==> src/rtl/dct_mac_sequencer.sv <==
// Sequencer for one fdct multiply-accumulate lane: counts taps into the MAC,
// then presents each finished dot product while tracking the row within the 8x8 block.
//
//  state | meaning
//  ------+---------------------------------------------------------------
//  ACC   | accepting samples, issuing coefficient index and mult enable
//  LAST  | last product is being accumulated, input held off
//  OUT   | accumulator holds a result, waiting for downstream handshake
module dct_mac_sequencer #(
    parameter int TAPS  = 8,
    parameter int TAP_W = 3,
    parameter int VECS  = 8,
    parameter int VEC_W = 3
) (
    input  logic             clk,
    input  logic             rst,
    input  logic             flush,
    input  logic             din_valid,
    output logic             din_ready,
    output logic [TAP_W-1:0] coef_idx,
    output logic             mult_en,
    output logic             acc_en,
    output logic             acc_load,
    output logic             dout_valid,
    input  logic             dout_ready,
    output logic [VEC_W-1:0] row_idx,
    output logic             block_last,
    output logic             busy
);

    typedef enum logic [1:0] {
        ST_ACC  = 2'd0,
        ST_LAST = 2'd1,
        ST_OUT  = 2'd2
    } state_t;

    state_t           state;
    state_t           state_nxt;
    logic [TAP_W-1:0] tap_cnt;
    logic             accept;
    logic             tap_last;
    logic             out_hs;

    assign tap_last = (tap_cnt == TAP_W'(TAPS - 1));

    always_ff @(posedge clk or posedge rst) begin
        if (rst) begin
            state <= ST_ACC;
        end else begin
            state <= state_nxt;
        end
    end

    always_comb begin
        state_nxt = state;
        if (flush) begin
            state_nxt = ST_ACC;
        end else begin
            case (state)
                ST_ACC:  if (accept && tap_last) state_nxt = ST_LAST;
                ST_LAST: state_nxt = ST_OUT;
                ST_OUT:  if (dout_ready) state_nxt = ST_ACC;
                default: state_nxt = ST_ACC;
            endcase
        end
    end

    // Outputs decode from the registered state, so dout_valid is glitch-free
    // and drops with the async reset without waiting for an edge.
    always_comb begin
        din_ready  = (state == ST_ACC) && !rst && !flush;
        dout_valid = (state == ST_OUT);
        accept     = din_valid && din_ready;
        mult_en    = accept;
        coef_idx   = tap_cnt;
        out_hs     = dout_valid && dout_ready;
        block_last = dout_valid && (row_idx == VEC_W'(VECS - 1));
        busy       = (state != ST_ACC) || (tap_cnt != '0) || (row_idx != '0);
    end

    always_ff @(posedge clk or posedge rst) begin
        if (rst) begin
            tap_cnt  <= '0;
            row_idx  <= '0;
            acc_en   <= 1'b0;
            acc_load <= 1'b0;
        end else if (flush) begin
            tap_cnt  <= '0;
            row_idx  <= '0;
            acc_en   <= 1'b0;
            acc_load <= 1'b0;
        end else begin
            acc_en   <= accept;
            acc_load <= accept && (tap_cnt == '0);
            if (accept) begin
                tap_cnt <= tap_last ? '0 : tap_cnt + 1'b1;
            end
            if (out_hs) begin
                row_idx <= (row_idx == VEC_W'(VECS - 1)) ? '0 : row_idx + 1'b1;
            end
        end
    end

endmodule

==> config.mk <==
export PLATFORM = sky130hd
export DESIGN_NAME = dct_mac_sequencer
export DESIGN_NICKNAME = d
export VERILOG_FILES = /design/src/rtl/dct_mac_sequencer.sv
export SDC_FILE = /design/constraint.sdc
export NUM_CORES = 1
export LEC_CHECK = 0
export ABC_AREA = 0
export BUFFER_PORTS_ARGS = -buffer_cell sky130_fd_sc_hd__clkbuf_2
export CAP_MARGIN = 40
export CORE_MARGIN = 4
export CORE_UTILIZATION = 48
export DETAILED_ROUTE_END_ITERATION = 16
export HOLD_SLACK_MARGIN = 0.12
export PLACE_DENSITY = 0.78
export SLEW_MARGIN = 20
export SYNTH_ARGS = -nofsm -noshare
export SYNTH_HDL_FRONTEND = slang
export SYNTH_SLANG_ARGS = --single-unit
export TNS_END_PERCENT = 50
==> constraint.sdc <==
create_clock -name clk -period 1.64 [get_ports clk]
set_input_delay 0.246 -clock clk [delete_from_list [all_inputs] [get_ports clk]]
set_output_delay 0.246 -clock clk [all_outputs]
set_load 0.02 [all_outputs]
==> reports/metrics.csv, run 1 <==
stage,metric,value,unit
cts,total CTS buffers,3,
sta,"Hold Violations, Final",0,
drt,1st-pass router iterations,2,
worst_setup_path,CP Launch Type,register,
floorplanning,Die Ht,44.03,microns
place,pre-CTS setup slack,0.1679,ns
sta,RSZ-0062 raised after global routing,true,
sta,# setup viols final,0,
sta,final worst-path setup slack,0.04019,ns
drt,final antenna-violating net count,0,
yosys,"top cells by count, synth","10 x dfrtp_1, 7 x nand2b_1, 6 x ha_1",
place,placed insts,87,
yosys,synthesized area,623.1,sq um
pwr,"IR drop worst, VDD",734.8,uV
worst_setup_path,R2R Path End,coef_idx[1],
yosys,"Top FF cell, synth",dfrtp_1,
place,PortBufs,17,
place,gp weighted congestion,0.8133,
global_route,global-route wire length before repair,2083,microns
pwr,Pwr Density,660.9,mW/mm^2
yosys,Yosys top cell area share,40.16,%
worst_setup_path,Worst EP arrival,1.35,ns
worst_setup_path,r2r startpoint,coef_idx[0],
yosys,largest cells by area after synthesis,"dfrtp_1 40%, ha_1 12%, nand2b_1 7.0%",
cts,worst-case clock buffer depth,2,
global_route,initial antenna violation count,0,
worst_setup_path,largest fanout on the critical path,7,
sta,Worst-Margin Slew,0.3906,ns
yosys,YS warnings,0,
cts,CTS root buf,clkbuf_4,
sta,setup TNS,0,ns
sta,Slew HR,73.93,%
floorplanning,io pins,18,
pwr,NetSw,0.0001372,W
drt,DR WL/cell,14.79,microns
worst_setup_path,"setup slack, reg-to-reg",0.17,ns
global_route,GRT overflow,0,
finish,nets,95,
global_route,vias in the first global route,489,
pwr,Reg power frac,44.9,%
yosys,number of synthesized flops with an enable pin,0,
worst_setup_path,CP Data Required Time,1.39,ns
floorplanning,total core area,0.001171,sq mm
cts,TritonCTS clock tree,built,
worst_setup_path,Worst R2R Path Depth,5,
sta,Final period util,97.55,%
place,Detail Placement HPWL,951.5,microns
yosys,Synth area leader,dfrtp_1,
yosys,async set or reset register ratio after synthesis,100.0,%
job,Max Cap Viol,0,
outcome,status,"complete, no violations",
floorplanning,Site Rows,12,
floorplanning,die area,0.001939,sq mm
min_path,Worst Min Path Start,dout_ready,
cts,htree depth,1,
pwr,Leakage,0.4397,nW
pwr,Int Power,0.0004276,W
sta,f_max,0.6251,GHz
min_path,Worst Hold Endpoint,state[1],
yosys,"Seq/Total Area, Yosys",40.16,%
cts,clock transition at the registers of the reported paths,0.08,ns
yosys,most instantiated library cell after synthesis,dfrtp_1,
floorplanning,Initial Util,53.21,%
yosys,post-synthesis cell count,55,
yosys,Netlist cell types,22,
min_path,hold path cells,3,
min_path,Hold Crit Class,input port to register,
drt,routed vias,507,
sta,Final Max Slew Viols,0,
finish,Area Overhead vs Synth,37.15,%
cts,clock sink count,10,
finish,Final Non-Filler Cells,97,
global_route,pin count of the biggest net entering global routing,14,
drt,drt via density,5.227,
finish,share of layout cells above drive strength 1,44.58,%
worst_setup_path,CP Capture Type,output port,
pwr,part of the power in the clock network,39.5,%
yosys,Seq cells post-synth,10,
drt,number of remaining DRC errors,0,
sta,Worst Skew,0.01359,ns
finish,antenna cells,0,
sta,post-layout min period,1.600,ns
yosys,"Net Count, Synth",66,
cts,insertion delay to the later sink of the worst-skew pair,0.27,ns
floorplanning,Die Wd,44.03,microns
yosys,Mean Syn Cell Area,11.33,sq um
drt,drt first-iter violations,6,
global_route,total track usage,15.04,%
drt,Total Routed Length,1435,microns
worst_setup_path,kind of critical path,register to output port,
pwr,Sw Ratio,24.29,%
pwr,Gate power share,15.6,%
cell type report:
| type | count | area (sq um) |
|---|---|---|
| multi-input cells | 39 | 379.1 |
| fillers | 93 | 316.6 |
| flip-flops and latches | 10 | 252.7 |
| repair buffers | 25 | 150.1 |
| clock buffers | 4 | 36.28 |
| inverters | 5 | 18.77 |
| well taps | 14 | 17.52 |
layer usage:
metal	GRT usage (%)	share of wire, %	vias to the layer above
met4	5.422	0.84	0
met5	0	0	-
met3	7.317	5.8	2
met1	16.04	39	246
li1	-	-	245
met2	25.58	54	14
flip-flops by register name (all words and copies together) (netlist names):
register,flops
state,2
acc_en,1
acc_load,1
row_idx,3
coef_idx,3
timing repair:
| item | in CTS | in global routing |
|---|---|---|
| setup endpoints to repair | 4 | 3 |
| resized for setup | 3 | 7 |
| endpoints found under the hold margin | 10 | 0 |
| hold buffers | 1 | 0 |
| pin swaps | 1 | 2 |
| setup buffers | 0 | 5 |
through the flow:
step / utilization [%] / power, W / hold slack [ns] / cell area, sq um
2_1_floorplan: - / 0.0003033 / 0.08618 / 631.9
3_3_place_gp: 63.68 / 0.0003319 / 0.2983 / 745.7
3_5_place_dp: 63.68 / 0.0003326 / 0.3021 / 745.7
4_1_cts: 68.48 / 0.0005613 / 0.2482 / 802.0
5_1_grt: 72.97 / 0.0005968 / 0.2659 / 854.6
6_report: 72.97 / 0.0005648 / 0.2618 / 854.6
logic make-up (layout without fill, tap and decap cells):
logic type	after synthesis	in the layout	synth area share, %
muxes	6	6	10.04
AOI/OAI and AO/OA	1	1	0.8024
and+or+nand+nor	26	26	33.34
buffers and inverters	6	34	3.614
adders and majority gates	6	6	12.05
DFF	10	10	40.16
critical path, stage by stage, from the launching register on:
cell and delay, ns:
dfrtp_2 0.48, nor4_4 0.31, and2_1 0.16, buf_4 0.13
power by group through the flow:
stage / logic (W) / registers [W] / clock network (W)
after floorplan: 0.0000374 / 0.000266 / 0
after global routing: 0.0000963 / 0.000254 / 0.000247
after CTS: 0.0000770 / 0.000255 / 0.000229
after detailed placement: 0.0000723 / 0.000260 / 0
final: 0.0000882 / 0.000254 / 0.000223
after global placement: 0.0000719 / 0.000260 / 0
cell usage in the layout (no fill, tap or decap), drive strengths merged, types with 2 or more instances in the layout:
master	count
buf	10
mux2i	4
clkbuf	18
inv	5
nor4b	2
or3b	3
nor3	2
nand2b	7
ha	6
mux2	2
and2	3
dfrtp	10
nor2b	3
worst max path at each step:
stage / depth (start not counted) / start / slack [ns] / endpoint
after floorplan: 4 / row_idx[0] / 0.14 / row_idx[1]
after global placement: 4 / row_idx[0] / 0.17 / row_idx[1]
after detailed placement: 4 / row_idx[0] / 0.17 / row_idx[1]
after CTS: 4 / row_idx[0] / -0.01 / block_last
after global routing: 3 / state[1] / -0.03 / mult_en
final: 3 / state[1] / 0.04 / mult_en
Power figures use the tool's default switching activity.
==> run 2: changes to the inputs <==
--- a/config.mk
+++ b/config.mk
@@ -8,11 +8,12 @@
 export ABC_AREA = 0
 export BUFFER_PORTS_ARGS = -buffer_cell sky130_fd_sc_hd__clkbuf_2
 export CAP_MARGIN = 40
-export CORE_MARGIN = 4
-export CORE_UTILIZATION = 48
+export CORE_AREA = 4 4 41 43
+export CTS_BUF_LIST = sky130_fd_sc_hd__clkbuf_4 sky130_fd_sc_hd__clkbuf_8
 export DETAILED_ROUTE_END_ITERATION = 16
+export DIE_AREA = 0 0 45 47
 export HOLD_SLACK_MARGIN = 0.12
-export PLACE_DENSITY = 0.78
+export PLACE_DENSITY = 0.76
 export SLEW_MARGIN = 20
 export SYNTH_ARGS = -nofsm -noshare
 export SYNTH_HDL_FRONTEND = slang
==> constraint.sdc (replaced) <==
create_clock -name clk -period 2.05 [get_ports clk]
set_input_delay 0.3075 -clock clk [delete_from_list [all_inputs] [get_ports clk]]
set_output_delay 0.3075 -clock clk [all_outputs]
set_load 0.02 [all_outputs]
==> reports/metrics.csv, run 2 (synthesis results as in run 1) <==
stage,metric,value,unit
outcome,status,"complete, no violations",
global_route,GR Layer Usage met2,19.77,%
global_route,met1 Track Usage GR,14.42,%
drt,drt first-iter violations,6,
drt,drt via density,5.078,
worst_setup_path,crit-path cells,"dlygate4sd3_1, clkbuf_2, nor4_2, and2_1, clkbuf_2",
place,Detail Placement HPWL,896.2,microns
worst_setup_path,Worst R2R Path Depth,4,
min_path,hold path cells,2,
global_route,GR Util met3,6.897,%
cts,worst-case clock buffer depth,2,
pwr,Pwr Density,503.1,mW/mm^2
worst_setup_path,Worst EP arrival,1.62,ns
drt,routed vias,457,
finish,Final Non-Filler Cells,90,
finish,final instance area,755.7,sq um
cts,insertion delay to the later sink of the worst-skew pair,0.25,ns
worst_setup_path,kind of critical path,input port to output port,
sta,Final Max Slew Viols,0,
cts,clock transition at the registers of the reported paths,0.06,ns
global_route,total track usage,12.41,%
worst_setup_path,Most Frequent Cell on Critical Path,clkbuf_2,
sta,Slew HR,73.55,%
sta,Worst-Margin Slew,0.3935,ns
floorplanning,Die Ht,47,microns
cts,htree depth,1,
cts,clock sink count,10,
finish,nets,88,
sta,setup TNS,0,ns
place,placed insts,86,
worst_setup_path,CP Launch Type,input port,
global_route,GRT overflow,0,
place,Placed Area,723.2,sq um
worst_setup_path,"Buf+Inv Stages, Crit Path",3,
finish,"most common cell after layout, fill and taps aside",clkbuf_2,
floorplanning,Die Wd,45,microns
cts,TritonCTS clock tree,built,
worst_setup_path,Slowest cell on crit path,dlygate4sd3_1,
cts,total CTS buffers,3,
finish,antenna cells,0,
min_path,Worst Min Path Start,din_valid,
global_route,pin count of the biggest net entering global routing,16,
min_path,Worst Hold Endpoint,acc_en,
sta,f_max,0.5177,GHz
finish,most frequent cells in the layout,"17 x clkbuf_2, 10 x dfrtp_1, 7 x nand2b_1, 6 x ha_1, 5 x inv_1",
floorplanning,io pins,18,
pwr,"IR drop worst, VDD",370.3,uV
job,Max Cap Viol,0,
worst_setup_path,largest fanout on the critical path,5,
floorplanning,total core area,0.001301,sq mm
min_path,Hold Crit Class,input port to register,
drt,Total Routed Length,1084,microns
worst_setup_path,R2R Path End,row_idx[1],
sta,Worst Skew,0.003737,ns
floorplanning,die area,0.002115,sq mm
cts,post_cts resized,0,
floorplanning,Site Rows,13,
global_route,GRT Max-Usage Layer,met2,
global_route,initial antenna violation count,0,
global_route,vias in the first global route,435,
worst_setup_path,"setup slack, reg-to-reg",0.55,ns
finish,share of layout cells above drive strength 1,32.00,%
floorplanning,Initial Util,47.88,%
sta,# setup viols final,0,
worst_setup_path,Worst path top cell family by delay,buffers and inverters,
worst_setup_path,CP Data Required Time,1.74,ns
sta,Final period util,94.22,%
worst_setup_path,CP Capture Type,output port,
place,PortBufs,17,
drt,number of remaining DRC errors,0,
drt,DR WL/cell,12.04,microns
cts,CTS root buf,clkbuf_4,
worst_setup_path,r2r startpoint,row_idx[0],
global_route,global-route wire length before repair,1814,microns
place,gp weighted congestion,0.7582,
sta,"Hold Violations, Final",0,
sta,post-layout min period,1.931,ns
finish,Area Overhead vs Synth,21.29,%
sta,RSZ-0062 raised after global routing,false,
pwr,Leakage,0.3886,nW
drt,final antenna-violating net count,0,
drt,1st-pass router iterations,4,
sta,Min Hold Slack,0.3316,ns
worst_setup_path,CP max stage delay,0.53,ns
==> run 2: worst max path at each step <==
stage | start | to | depth (start not counted)
after floorplan | state[0] | mult_en | 2
after global placement | flush | mult_en | 4
after detailed placement | flush | mult_en | 4
after CTS | rst | mult_en | 5
after global routing | rst | mult_en | 5
final | rst | mult_en | 5
==> run 2: power breakdown <==
part	internal, W	switching (W)
clock	0.0000670	0.0000543
combinational	0.0000228	0.0000311
sequential	0.000201	0.00000348
total	0.000291	0.0000889
==> run 2: area by class of cell <==
| cell class | instances | area [sq um] |
|---|---|---|
| clock buffers | 3 | 22.52 |
| well taps | 15 | 18.77 |
| fillers | 119 | 545.5 |
| flip-flops and latches | 10 | 250.2 |
| inverters | 5 | 18.77 |
| multi-input cells | 39 | 350.3 |
| repair buffers | 18 | 95.09 |
==> run 2: through the flow <==
| stage | power (W) | utilization, % | setup WS, ns |
|---|---|---|---|
| 2_1_floorplan | 0.0002419 | - | 0.3301 |
| 3_3_place_gp | 0.0002608 | 55.58 | 0.5317 |
| 3_5_place_dp | 0.0002618 | 55.58 | 0.4713 |
| 4_1_cts | 0.0003877 | 58.08 | 0.1096 |
| 5_1_grt | 0.0004068 | 58.08 | 0.01206 |
| 6_report | 0.0003802 | 58.08 | 0.1185 |
==> run 2: routing by layer <==
layer	wire, microns	up-vias
met3	69	0
li1	-	233
met5	0	-
met4	0	0
met1	455	212
met2	559	12
==> run 2: repair_timing <==
action / in CTS / in global routing
setup endpoints to repair: 0 / 0
buffers inserted: 0 / 0
hold buffers: 1 / 0
hold endpoints to repair: 10 / 0
